File: config.mk
export PLATFORM = sky130hd
export DESIGN_NAME = b01_serial_sched
export DESIGN_NICKNAME = d
export VERILOG_FILES = /design/src/rtl/b01_serial_sched.sv
export SDC_FILE = /design/constraint.sdc
export NUM_CORES = 1
export LEC_CHECK = 0
export ABC_CLOCK_PERIOD_IN_PS = 1400
export CORE_UTILIZATION = 43
export DETAILED_ROUTE_END_ITERATION = 7
export PLACE_DENSITY = 0.76
export SLEW_MARGIN = 20
export SYNTH_ARGS = -nofsm -noshare
export SYNTH_HDL_FRONTEND = slang
export SYNTH_SLANG_ARGS = --single-unit
File: constraint.sdc
create_clock -name CLOCK -period 1.4 [get_ports CLOCK]
set_input_delay 0.14 -clock CLOCK [delete_from_list [all_inputs] [get_ports CLOCK]]
set_output_delay 0.14 -clock CLOCK [all_outputs]
set_load 0.01 [all_outputs]
File: src/rtl/b01_serial_sched.sv
// Round-robin front end and bit-serial sequencer for a b01-class unit:
// grants one of two requesters, streams operands LSB-first and rebuilds the OUTP word.
module b01_serial_sched #(
  parameter int W = 8
) (
  input  logic         CLOCK,
  input  logic         RESET_N,
  input  logic         REQ0_VALID,
  input  logic [W-1:0] REQ0_A,
  input  logic [W-1:0] REQ0_B,
  output logic         REQ0_READY,
  input  logic         REQ1_VALID,
  input  logic [W-1:0] REQ1_A,
  input  logic [W-1:0] REQ1_B,
  output logic         REQ1_READY,
  output logic         RSP_VALID,
  input  logic         RSP_READY,
  output logic         RSP_ID,
  output logic [W-1:0] RSP_SUM,
  output logic         RSP_OVF,
  output logic         CORE_CLR,
  output logic         CORE_EN,
  output logic         LINE1,
  output logic         LINE2,
  input  logic         OUTP,
  input  logic         OVERFLW,
  output logic         BUSY
);

  localparam int CW = $clog2(W + 1);
  localparam logic [CW-1:0] LAST_CNT = CW'(W - 1);

  typedef enum logic [2:0] {
    IDLE  = 3'd0,
    CLR   = 3'd1,
    SHIFT = 3'd2,
    DRAIN = 3'd3,
    RESP  = 3'd4
  } state_t;

  state_t        state_r, state_nxt_s;
  logic          last_r, last_nxt_s;
  logic          id_r, id_nxt_s;
  logic [CW-1:0] cnt_r, cnt_nxt_s;
  logic [W-1:0]  a_sh_r, a_sh_nxt_s;
  logic [W-1:0]  b_sh_r, b_sh_nxt_s;
  logic [W-1:0]  res_r, res_nxt_s;
  logic [W-1:0]  capture_s;
  logic          ovf_r, ovf_nxt_s;
  logic          grant0_s, grant1_s;
  logic          core_clr_r, core_en_r, line1_r, line2_r, rsp_valid_r, busy_r;

  // Arbitration: on a tie the requester that did not win last time gets the unit.
  always_comb begin
    grant0_s = 1'b0;
    grant1_s = 1'b0;
    if (RESET_N && (state_r == IDLE)) begin
      if (REQ0_VALID && REQ1_VALID) begin
        grant0_s = last_r;
        grant1_s = ~last_r;
      end else if (REQ0_VALID) begin
        grant0_s = 1'b1;
      end else if (REQ1_VALID) begin
        grant1_s = 1'b1;
      end else begin
        grant0_s = 1'b0;
        grant1_s = 1'b0;
      end
    end else begin
      grant0_s = 1'b0;
      grant1_s = 1'b0;
    end
  end

  // Result reassembly: OUTP enters at the MSB so the first captured bit ends at bit 0.
  always_comb begin
    capture_s        = res_r >> 1;
    capture_s[W-1]   = OUTP;
  end

  // Next-state and datapath update for the whole operation sequence.
  always_comb begin
    state_nxt_s = state_r;
    last_nxt_s  = last_r;
    id_nxt_s    = id_r;
    cnt_nxt_s   = cnt_r;
    a_sh_nxt_s  = a_sh_r;
    b_sh_nxt_s  = b_sh_r;
    res_nxt_s   = res_r;
    ovf_nxt_s   = ovf_r;
    case (state_r)
      IDLE: begin
        if (grant0_s || grant1_s) begin
          a_sh_nxt_s  = grant1_s ? REQ1_A : REQ0_A;
          b_sh_nxt_s  = grant1_s ? REQ1_B : REQ0_B;
          id_nxt_s    = grant1_s;
          last_nxt_s  = grant1_s;
          state_nxt_s = CLR;
        end else begin
          state_nxt_s = IDLE;
        end
      end
      CLR: begin
        cnt_nxt_s   = '0;
        res_nxt_s   = '0;
        state_nxt_s = SHIFT;
      end
      SHIFT: begin
        a_sh_nxt_s = a_sh_r >> 1;
        b_sh_nxt_s = b_sh_r >> 1;
        // The unit's output lags the driven bit by one cycle, so cycle 0 has nothing to take.
        if (cnt_r != '0) begin
          res_nxt_s = capture_s;
        end else begin
          res_nxt_s = res_r;
        end
        if (cnt_r == LAST_CNT) begin
          state_nxt_s = DRAIN;
        end else begin
          cnt_nxt_s   = cnt_r + CW'(1);
          state_nxt_s = SHIFT;
        end
      end
      DRAIN: begin
        res_nxt_s   = capture_s;
        ovf_nxt_s   = OVERFLW;
        state_nxt_s = RESP;
      end
      RESP: begin
        if (RSP_READY) begin
          state_nxt_s = IDLE;
        end else begin
          state_nxt_s = RESP;
        end
      end
      default: begin
        state_nxt_s = IDLE;
      end
    endcase
  end

  // State and registered outputs; outputs are decoded from the next state so they align with it.
  always_ff @(posedge CLOCK) begin
    if (!RESET_N) begin
      state_r     <= IDLE;
      last_r      <= 1'b1;
      id_r        <= 1'b0;
      cnt_r       <= '0;
      a_sh_r      <= '0;
      b_sh_r      <= '0;
      res_r       <= '0;
      ovf_r       <= 1'b0;
      core_clr_r  <= 1'b0;
      core_en_r   <= 1'b0;
      line1_r     <= 1'b0;
      line2_r     <= 1'b0;
      rsp_valid_r <= 1'b0;
      busy_r      <= 1'b0;
    end else begin
      state_r     <= state_nxt_s;
      last_r      <= last_nxt_s;
      id_r        <= id_nxt_s;
      cnt_r       <= cnt_nxt_s;
      a_sh_r      <= a_sh_nxt_s;
      b_sh_r      <= b_sh_nxt_s;
      res_r       <= res_nxt_s;
      ovf_r       <= ovf_nxt_s;
      core_clr_r  <= (state_nxt_s == CLR);
      core_en_r   <= (state_nxt_s == SHIFT);
      line1_r     <= (state_nxt_s == SHIFT) ? a_sh_nxt_s[0] : 1'b0;
      line2_r     <= (state_nxt_s == SHIFT) ? b_sh_nxt_s[0] : 1'b0;
      rsp_valid_r <= (state_nxt_s == RESP);
      busy_r      <= (state_nxt_s != IDLE);
    end
  end

  assign REQ0_READY = grant0_s;
  assign REQ1_READY = grant1_s;
  assign RSP_VALID  = rsp_valid_r;
  assign RSP_ID     = id_r;
  assign RSP_SUM    = res_r;
  assign RSP_OVF    = ovf_r;
  assign CORE_CLR   = core_clr_r;
  assign CORE_EN    = core_en_r;
  assign LINE1      = line1_r;
  assign LINE2      = line2_r;
  assign BUSY       = busy_r;

endmodule

# After elaboration in Yosys (flattened, before gate mapping)
# Index checks and enable logic that the tools add are counted.
op_classes:
  n_lt_le_gt_ge: 0
  n_mux: 21
  n_bitwise: 1
  add_sub_neg: 1
  eq_ne: 11
  div_mod_pow: 0
  shifts: 0
  n_reduce_logical: 14
  n_mul: 0
op_table:
  columns: ["operator", "count"]
  rows:
  - ["$mux W8", 5]
  - ["$pmux W8 S2", 2]
  - ["$pmux W8 S3", 1]
  - ["$pmux W3 S5", 1]
  - ["$reduce_and A2 Y1", 5]
  - ["$eq A3 B2 Y1 const B", 3]
  - ["$mux W1", 9]
  - ["$pmux W4 S2", 1]
  - ["$eq A3 B1 Y1 const B", 2]
  - ["$eq A3 B3 Y1 const B", 2]
  - ["$reduce_bool A3 Y1", 2]
  - ["$add A4 B1 Y4 const B", 1]
  - ["$eq A4 B3 Y1 const B", 1]
  - ["$mux W4", 1]
  - ["$ne A2 B2 Y1 const B", 2]
  - ["$reduce_bool A2 Y1", 2]
  - ["$reduce_bool A4 Y1", 1]
  - ["$logic_not A3 Y1", 1]
  - ["$mux W3", 1]
  - ["$logic_and A1 B1 Y1", 2]
  - ["$ne A2 B1 Y1 const B", 1]
  - ["$logic_or A1 B1 Y1", 1]
  - ["$not A1 Y1", 1]
word_totals:
  output_inout_bits: 18
  romBits: 0
  ram_bits: 0
  regBits: 40
  latchBits: 0
  n_memories: 0

# Longest topological paths before layout
# Gate-level depths: netlist (run 1).
depth:
  depth_word: 9
  ltp_mapped: 6

# Least setup slack after synthesis (run 1)
# Ideal clock, no wire load.
synth_path:
  path_kind: "flip-flop to flip-flop"
  startpoint: "register cnt_r[0]"
  endpoint: "register cnt_r[2]"
  t_arrival_ns: 1.280
  synth_period_minus_slack_ns: 1.408
  path_stages_with_launch: 6
  required_time_ns: 1.272
  setup_time_ns: 0.128
  path_slack_ns: -0.008
  path_cell_list: "dfxtp_1 > ha_1 > and4b_1 > or2_2 > o21ai_0 > a21oi_1"
synth_between:
  elab_chain_cells: 3
  elab_cells_between_ends: 6
  classes_between: "1 x add/sub; 2 x eq/ne; 2 x mux; 1 x reduce/logical"
synth_lines:
  columns: ["item", "line_no", "text"]
  rows:
  - ["start, declared", "44", "logic [CW-1:0] cnt_r, cnt_nxt_s;"]
  - ["start signal, assigned", "163", "cnt_r <= cnt_nxt_s;"]
  - ["$add A4 B1 Y4 / $eq A4 B3 Y1 (equally long branches)", "120, 117", null]
  - ["$mux W4 / $ne A2 B2 Y1 (equally long branches)", null, null]
  - ["$pmux W4 S2 / $reduce_and A2 Y1 (equally long branches)", null, null]
# Parallel ways exist; a longest one is shown, timed or not. The select of a mux whose other input is x is not followed.
# A chain may end at the register's enable or synchronous reset.

# Worst setup path after layout (run 1)
layout_path:
  startpoint: "register state_r[1]"
  endpoint: "register res_r[2], in the netlist RSP_SUM[2]"
layout_between:
  elab_chain_cells: 3
  elab_cells_between_ends: 7
  classes_between: "4 x eq/ne; 1 x mux; 2 x reduce/logical"
layout_lines:
  columns: ["item", "line_no", "text"]
  rows:
  - ["start, declared", "41", "state_t state_r, state_nxt_s;"]
  - ["start signal, assigned", "160", "state_r <= state_nxt_s;"]
  - ["$eq A3 B2 Y1 / $eq A3 B1 Y1 (equally long branches)", "91", "case (state_r)"]
  - ["$ne A2 B2 Y1 (no line) / $reduce_bool A3 Y1 (equally long branches)", null, null]
  - ["$reduce_and A2 Y1 (no line)", null, null]
  - ["end signal, assigned", "166", "res_r <= res_nxt_s;"]
  - ["end, declared", "47", "logic [W-1:0] res_r, res_nxt_s;"]
# Parallel ways exist; a longest one is shown, timed or not.

==> impl_metrics.toml, run 1 <==
[outcome]
status = "complete, but fails checks"
violations = "setup timing"

[min_path]
hp-class = "primary input to flop"
hp-start = "REQ0_VALID"

[critical_path]
crit_family = "compound AO/OA/AOI/OAI gates"
worstReg2RegEnd = "RSP_SUM[2]"
cp-end-kind = "flop"
critical_path.cell_chain = "buf_6, and3b_1, buf_2, a22oi_1, nor2_1, a221o_1"
cp_slowest_cell = "dfxtp_4"
crit_fanout = 6
critPathArrivalTime_ns = 1.65
ff2ff_path_depth = 6
r2r_start = "state_r[1]"
path_depth = 6
startpoint = "state_r[1]"
critPathBufInv = 2
path_class = "flop to flop"
cp-endpoint = "RSP_SUM[2]"
critPathMaxStageDelay_ns = 0.37
cp.required_ns = 1.58
rrSetupSlack_ns = -0.07
cp-start-kind = "flop"

[grt]
antenna_found_initial = 0
grt_pass1_vias = 1989
overflow = 0
grt.total_usage_pct = 23.44
grt_pass1_wl_microns = 9087
grt_max_degree = 27

[timing]
finalSetupTns_ns = -0.1759
finalCritPeriodShare_pct = 104.9
hold-worst-slack_ns = 0.4330
setup_viol = 7
maxSlewHeadroom_pct = 74.90
max_freq_mhz = 680.8
hold_violations = 0
setup_ws_ns = -0.06894
period_needed_ns = 1.469
tightest_slew_ns = 0.3713
skew_ns = 0.001575
rsz0062_at_grt = "yes"
slew_violations = 0

[logic_synthesis]
syn_nets = 257
synthDistinctLibCells = 43
syn-cell-area_sq_mm = 0.002001
ys_warn_count = 0
synth_xor_xnor_area_share_pct = 0.8755
synth_top_family_by_area = "compound AO/OA/AOI/OAI gates"
synth_area_leaders = "dfxtp_1 40%, a22oi_1 7.5%, a32o_1 7.0%"
ys.flop_type = "dfxtp_1"
synthAdderAreaFrac_pct = 1.251
synth.most_common_cell = "dfxtp_1"
yosysTopAreaCell = "dfxtp_1"
syn_inst = 216
synth_common_cells = "40 x dfxtp_1, 24 x nor2_1, 20 x a22oi_1"
synth_top_area_share_pct = 40.03
synth_seq_area_share_pct = 40.03
synthSimpleGateAreaFrac_pct = 15.32
synth-edff-count = 0
ys_seq_elements = 40
synthMuxAreaShare_pct = 1.001
synth_compound_area_share_pct = 34.65
synth.avg_cell_area_sq_um = 9.262
async_reset_ff_share_pct = 0

[cells_and_area]
n_antenna_cell = 0
fin_area_sq_mm = 0.003102
drive_above_1_share_pct = 31.35
area_growth_pct = 55.03
final_nets = 343

[drt]
firstDrtPassIters = 4
wirelength_microns = 5707
wl_per_cell_microns = 16.08
drt_iter0_markers = 132
avgViaCountPerCell = 5.741
dr_total_vias = 2038
ant_nets = 0
drc = 0

[clock_tree]
numCtsBuffers = 5
hold_buffers = 0
cts_buffer_depth = 2
clk_pin_slew_ns = 0.07
root_buffer = "clkbuf_8"
cts_tree = "done"
h-tree-depth = 2
clock_sinks = 40
clkLatencyLatePin_ns = 0.29

[power]
ir_drop_uv = 910.0
p_leak_nw = 1.210
p_per_area_mw_per_mm2 = 1151

[place]
dp_hpwl_microns = 3802
gp_congestion = 0.7567
numPortBuffers = 56
dp_slack_ns = -0.4252
place_area_sq_mm = 0.002773

[floorplan]
die_width_microns = 70.21
start_util_pct = 45.32
die_h_microns = 70.21
core-area_sq_mm = 0.004414
fp.dieArea_sq_mm = 0.004929
pin_count = 57
num_rows = 24

[run]
drv_cap = 0
layout by cell type (no fill, tap or decap), drive strengths merged, types with 2 or more instances in the layout:
master         count
o21ai             20
clkdlybuf4s50     47
nor2              24
xnor2              2
a221o              8
a22oi             20
buf               42
a21oi             15
nand2b             6
o22ai              2
a2111oi            2
a32oi              2
or2                3
a221oi             2
or3                2
dlymetal6s2s       5
mux2i              2
nor3               6
clkbuf             8
a32o              14
ha                 2
dlygate4sd2        2
inv                2
dfxtp             40
and2               2
nand2              9
cell type report:
type | count | area (sq um)
fillers | 321 | 1313
flip-flops and latches | 40 | 817.0
clock buffers | 8 | 90.09
inverters | 4 | 20.02
repair buffers | 96 | 920.9
multi-input cells | 155 | 1189
well taps | 52 | 65.06
kinds of logic (layout without fill, tap and decap cells):
| group | after synthesis | in the layout |
|---|---|---|
| buf+inv | 21 | 108 |
| compound gates | 90 | 90 |
| mux | 2 | 2 |
| simple gates | 59 | 59 |
| fa+ha+maj | 2 | 2 |
| flops | 40 | 40 |
| xor+xnor | 2 | 2 |
where the power goes:
group	internal, mW	switching, mW	total (mW)
Clock	0.402	0.387	0.789
Combinational	0.703	0.673	1.38
Sequential	1.30	0.102	1.40
Total	2.41	1.16	3.57
flip-flops by register name, summed over array words and instances (netlist names):
register / flops
a_sh_r: 8
RSP_VALID: 1
RSP_SUM: 8
BUSY: 1
LINE2: 1
last_r: 1
cnt_r: 4
b_sh_r: 8
state_r: 3
CORE_CLR: 1
RSP_OVF: 1
LINE1: 1
RSP_ID: 1
CORE_EN: 1
worst min-delay path by stage:
stage	end	slack, ns	cells past startpoint
floorplan	CORE_CLR	0.27	2
global placement	RSP_ID	0.47	1
finish	last_r	0.43	4
global route	last_r	0.45	4
detailed placement	RSP_ID	0.47	1
CTS	state_r[1]	0.44	4
metrics by stage:
stage | power [mW] | cells | util, %
floorplan | 2.056 | 216 | -
global placement | 2.515 | 341 | 62.81
detailed placement | 2.539 | 341 | 62.81
CTS | 3.415 | 351 | 66.52
global route | 3.762 | 355 | 70.27
finish | 3.570 | 355 | 70.27
what timing repair did:
item	CTS	global route
setup buffers	2	3
endpoints found under the setup margin	36	36
gates cloned	0	1
resized for setup	32	45
pin swaps	3	14
per-layer routing:
layer	global-route usage, %	up-vias	wire [microns]
li1	-	1004	-
met1	29.90	975	2538
met2	36.86	48	2813
met3	6.349	11	203
met4	10.67	0	151
met5	0	-	0
tightest hold or removal path: stages:
cell	delay (ns)
dlymetal6s2s_1	0.20
buf_4	0.19
nand2_2	0.06
a21o_1	0.10
No activity file was read; power rests on OpenSTA's default activity.
==> inputs of run 2 (changes only) <==
--- a/config.mk
+++ b/config.mk
@@ -8,7 +8,7 @@
 export ABC_CLOCK_PERIOD_IN_PS = 1400
 export CORE_UTILIZATION = 43
 export DETAILED_ROUTE_END_ITERATION = 7
-export PLACE_DENSITY = 0.76
+export PLACE_DENSITY = 0.8
 export SLEW_MARGIN = 20
 export SYNTH_ARGS = -nofsm -noshare
 export SYNTH_HDL_FRONTEND = slang
==> impl_metrics.toml, run 2 (same netlist as run 1, synthesis figures left out) <==
[outcome]
status = "complete, but fails checks"
violations = "setup timing"

[critical_path]
cp-end-kind = "flop"
path_class = "flop to flop"
startpoint = "state_r[0]"
r2r_start = "state_r[0]"
crit_fanout = 6
crit_top_cell = "buf_12"
rrSetupSlack_ns = -0.11
critPathArrivalTime_ns = 1.73
cp.required_ns = 1.62
ff2ff_path_depth = 6
cp_slowest_cell = "dfxtp_4"
critPathMaxStageDelay_ns = 0.38
cp-start-kind = "flop"
worstReg2RegEnd = "a_sh_r[5]"
critical_path.cell_chain = "buf_12, or2_4, a21oi_4, buf_12, o21ai_0, a21oi_1"
cp-endpoint = "a_sh_r[5]"

[power]
netSwitchingFraction_pct = 33.23
p_leak_nw = 1.192
p_per_area_mw_per_mm2 = 1155
p_sw_mw = 1.205
ir_drop_uv = 1004
pwr-share-clk_pct = 20.0
combPwrFrac_pct = 40.9
seqPwrFrac_pct = 39.1
internal-power_mw = 2.421
p_total_mw = 3.626

[drt]
wirelength_microns = 6157
wl_per_cell_microns = 17.29
firstDrtPassIters = 4
avgViaCountPerCell = 5.933
drc = 0
dr_total_vias = 2112
ant_nets = 0
drt_iter0_markers = 172

[cells_and_area]
most-common-layout-cells = "49 x clkdlybuf4s50_1, 32 x buf_4, 29 x dfxtp_1"
area_growth_pct = 56.91
drive_above_1_share_pct = 31.58
final_common_cell = "clkdlybuf4s50_1"
final_core_util_pct = 71.12
instances_no_fill = 356
n_antenna_cell = 0
final_nets = 345

[timing]
slew_violations = 0
maxSlewHeadroom_pct = 76.24
setup_ws_ns = -0.1100
period_needed_ns = 1.510
max_freq_mhz = 662.3
setup_viol = 18
tightest_slew_ns = 0.3514
hold_violations = 0
hold-worst-slack_ns = 0.4622
finalCritPeriodShare_pct = 107.9
skew_ns = 0.006821
rsz0062_at_grt = "yes"

[min_path]
hp-class = "primary input to flop"

[clock_tree]
clock_sinks = 40
numCtsBuffers = 5
clkLatencyLatePin_ns = 0.29
cts_tree = "done"
clk_pin_slew_ns = 0.08
hold_buffers = 0
h-tree-depth = 2
root_buffer = "clkbuf_8"
cts_buffer_depth = 2

[grt]
grt_max_degree = 25
use_met1_pct = 28.65
grt_pass1_vias = 1887
grt_util_met2_pct = 36.65
antenna_found_initial = 0
grt_pass1_wl_microns = 8749
gr-max-usage-layer = "met2"
grt.total_usage_pct = 22.00
grt_use_met3_pct = 6.349
overflow = 0

[run]
drv_cap = 0

[floorplan]
die_h_microns = 70.21
num_rows = 24
core-area_sq_mm = 0.004414
start_util_pct = 45.32
pin_count = 57
die_width_microns = 70.21
fp.dieArea_sq_mm = 0.004929

[place]
dp_hpwl_microns = 3699
numPortBuffers = 56
gp_congestion = 0.7960
place_inst = 339
run 2: cell types whose count changed in the layout (fill, tap and decap cells not counted), moves of 3 or more:
cell	previous run	this run
o21ai_2	3	6
buf_6	10	2
o21ai_0	8	11
clkbuf_16	0	3
buf_4	29	32
o21ai_1	9	3
dlymetal6s2s_1	5	2
run 2: cell type report:
cell class | count | area (sq um)
Clock inverter | 1 | 5.005
Tap cell | 52 | 65.06
Timing Repair Buffer | 97 | 969.7
Multi-Input combinational cell | 156 | 1187
Inverter | 4 | 20.02
Fill cell | 304 | 1275
Sequential cell | 40 | 819.5
Clock buffer | 6 | 72.57
run 2: critical path, delay by kind of cell (launching register included):
kind,cells,cell delay (ns)
buffers and inverters,2,0.28
flip-flops,1,0.38
AND/OR/NAND/NOR,1,0.27
AO/OA/AOI/OAI,3,0.50
run 2: power groups by stage:
stage               sequential [mW]  clock, mW  combinational, mW
floorplan                      1.40          0              0.660
global placement               1.40          0               1.11
detailed placement             1.41          0               1.13
CTS                            1.39      0.744               1.17
global route                   1.43      0.787               1.59
finish                         1.42      0.724               1.48
run 2: how the worst min path moves through the flow:
| stage | startpoint | endpoint | slack, ns | cells after the start |
|---|---|---|---|---|
| after global placement | b_sh_r[7] | b_sh_r[7] | 0.46 | 2 |
| after floorplan | REQ1_VALID | CORE_CLR | 0.27 | 2 |
| after CTS | RESET_N | b_sh_r[6] | 0.46 | 4 |
| after global routing | RESET_N | b_sh_r[4] | 0.47 | 4 |
| after detailed placement | a_sh_r[7] | a_sh_r[7] | 0.47 | 2 |
| final | REQ1_VALID | CORE_CLR | 0.46 | 5 |
run 2: per-layer routing:
layer | up-vias | share of wire, %
li1 | 1007 | -
met1 | 1018 | 40
met2 | 77 | 52
met3 | 10 | 6.3
met4 | 0 | 1.1
met5 | - | 0
run 2: metrics by stage:
step | TNS [ns] | worst slack [ns] | instance area, sq um
floorplan | 0 | 0.02339 | 2001
global placement | -8.115 | -0.3789 | 2770
detailed placement | -8.249 | -0.3837 | 2770
CTS | -0.07688 | -0.04408 | 2892
global route | -2.210 | -0.2112 | 3139
finish | -1.099 | -0.1100 | 3139
run 2: repair_timing:
action / 4_1_cts / 5_1_grt
gates resized for setup: 25 / 43
buffers inserted: 1 / 5
endpoints found under the setup margin: 34 / 39
pin swaps: 3 / 14
gates cloned: 1 / 3
==> inputs of run 3 (changes only) <==
--- a/config.mk
+++ b/config.mk
@@ -9,6 +9,7 @@
 export CORE_UTILIZATION = 43
 export DETAILED_ROUTE_END_ITERATION = 7
 export PLACE_DENSITY = 0.8
+export SETUP_SLACK_MARGIN = 0.05
 export SLEW_MARGIN = 20
 export SYNTH_ARGS = -nofsm -noshare
 export SYNTH_HDL_FRONTEND = slang
==> impl_metrics.toml, run 3 (same netlist as run 1, synthesis figures left out) <==
[drt]
avgViaCountPerCell = 6.216
drt_iter0_markers = 241
ant_nets = 0
wl_per_cell_microns = 20.13
drc = 0
firstDrtPassIters = 4
dr_total_vias = 2275
wirelength_microns = 7369

[floorplan]
die_h_microns = 70.21
fp.dieArea_sq_mm = 0.004929
core-area_sq_mm = 0.004414
die_width_microns = 70.21
start_util_pct = 45.32
pin_count = 57
num_rows = 24

[outcome]
status = "complete, but fails checks"
violations = "setup timing"

[critical_path]
path_class = "flop to primary output"
crit_fanout = 3
rrSetupSlack_ns = -0.10
critPathArrivalTime_ns = 1.41
ff2ff_path_depth = 6
cp-start-kind = "flop"
cp-end-kind = "primary output"
r2r_start = "state_r[2]"
worstReg2RegEnd = "b_sh_r[1]"
cp.required_ns = 1.26

[grt]
grt_pass1_wl_microns = 10470
grt_pass1_vias = 2164
antenna_found_initial = 0
grt.total_usage_pct = 26.95
grt_max_degree = 21
overflow = 0

[place]
gp_congestion = 0.7666
dp_hpwl_microns = 3939
dp_slack_ns = -0.3994
numPortBuffers = 56
place_inst = 340

[clock_tree]
cts_buffer_depth = 2
numCtsBuffers = 5
clkLatencyLatePin_ns = 0.30
h-tree-depth = 2
cts_tree = "done"
clock_sinks = 40
clk_pin_slew_ns = 0.08
root_buffer = "clkbuf_8"

[timing]
rsz0062_at_grt = "yes"
tightest_slew_ns = 0.3707
setup_ws_ns = -0.1522
period_needed_ns = 1.552
max_freq_mhz = 644.2
setup_viol = 25
finalSetupTns_ns = -1.626
hold_violations = 0
slew_violations = 0
hold-worst-slack_ns = 0.4499
skew_ns = 0.005500
maxSlewHeadroom_pct = 75.03
finalCritPeriodShare_pct = 110.9

[cells_and_area]
fillers = 256
n_antenna_cell = 0
instances_no_fill = 366
area_growth_pct = 71.48
multi_input_area_sq_mm = 0.001380
drive_above_1_share_pct = 43.95
final_common_cell = "clkdlybuf4s50_1"
final_nets = 354
seqCellArea_sq_um = 819.5
most-common-layout-cells = "41 x clkdlybuf4s50_1, 33 x buf_4, 27 x dfxtp_1"

[power]
ir_drop_uv = 857.7
netSwitchingFraction_pct = 35.43
p_per_area_mw_per_mm2 = 1191
combPwrFrac_pct = 45.1
p_leak_nw = 1.333
seqPwrFrac_pct = 35.4
internal-power_mw = 2.639
p_total_mw = 4.087
pwr-share-clk_pct = 19.5
p_sw_mw = 1.448

[min_path]
hp-class = "primary input to flop"
hold_depth = 3
hold-path-endpoint = "RSP_OVF"
hp-start = "OVERFLW"

[run]
drv_cap = 0
[run 3: metrics by stage]
| stage | instance area [sq um] | util (%) |
|---|---|---|
| final | 3431 | 77.72 |
| after global placement | 2771 | 62.78 |
| after detailed placement | 2771 | 62.78 |
| after floorplan | 2007 | - |
| after CTS | 3222 | 72.99 |
| after global routing | 3431 | 77.72 |
[run 3: power groups by stage]
stage	sequential, mW	combinational [mW]	clock [mW]
2_1_floorplan	1.40	0.662	0
3_3_place_gp	1.41	1.10	0
3_5_place_dp	1.41	1.14	0
4_1_cts	1.41	1.55	0.802
5_1_grt	1.46	1.92	0.859
6_report	1.45	1.84	0.797
[run 3: area by class of cell]
type,instances,area share (%)
multi-input combinational,155,40.23
clock buffer,6,2.407
tap,52,1.896
timing repair buffer,107,30.82
clock inverter,2,0.2918
sequential,40,23.89
inverter,4,0.4741
[run 3: worst max-delay path, cell delays in order (launching register included)]
cell and delay (ns):
dfxtp_2 0.34, buf_6 0.12, nor3_4 0.22, buf_6 0.14, and3_4 0.19, buf_6 0.10
[run 3: metal layers]
layer	wire length, microns	vias up	GRT usage, %
met5	0	-	0
met4	324	0	8.000
met2	3820	107	47.76
met3	422	35	5.916
li1	-	1020	-
met1	2801	1113	32.45
[run 3: worst max-delay path by stage]
stage / startpoint / to / cells after the start
2_1_floorplan: cnt_r[0] / RSP_SUM[0] / 4
3_3_place_gp: RESET_N / REQ0_READY / 5
3_5_place_dp: RESET_N / REQ0_READY / 5
4_1_cts: state_r[2] / REQ0_READY / 5
5_1_grt: state_r[0] / REQ0_READY / 5
6_report: state_r[0] / REQ0_READY / 5
[run 3: repair_timing]
item,in CTS,in global routing
hold buffers,0,0
resized for setup,86,46
buffers inserted,13,3
pin swaps,23,9
gates cloned,2,2
setup endpoints to repair,40,40
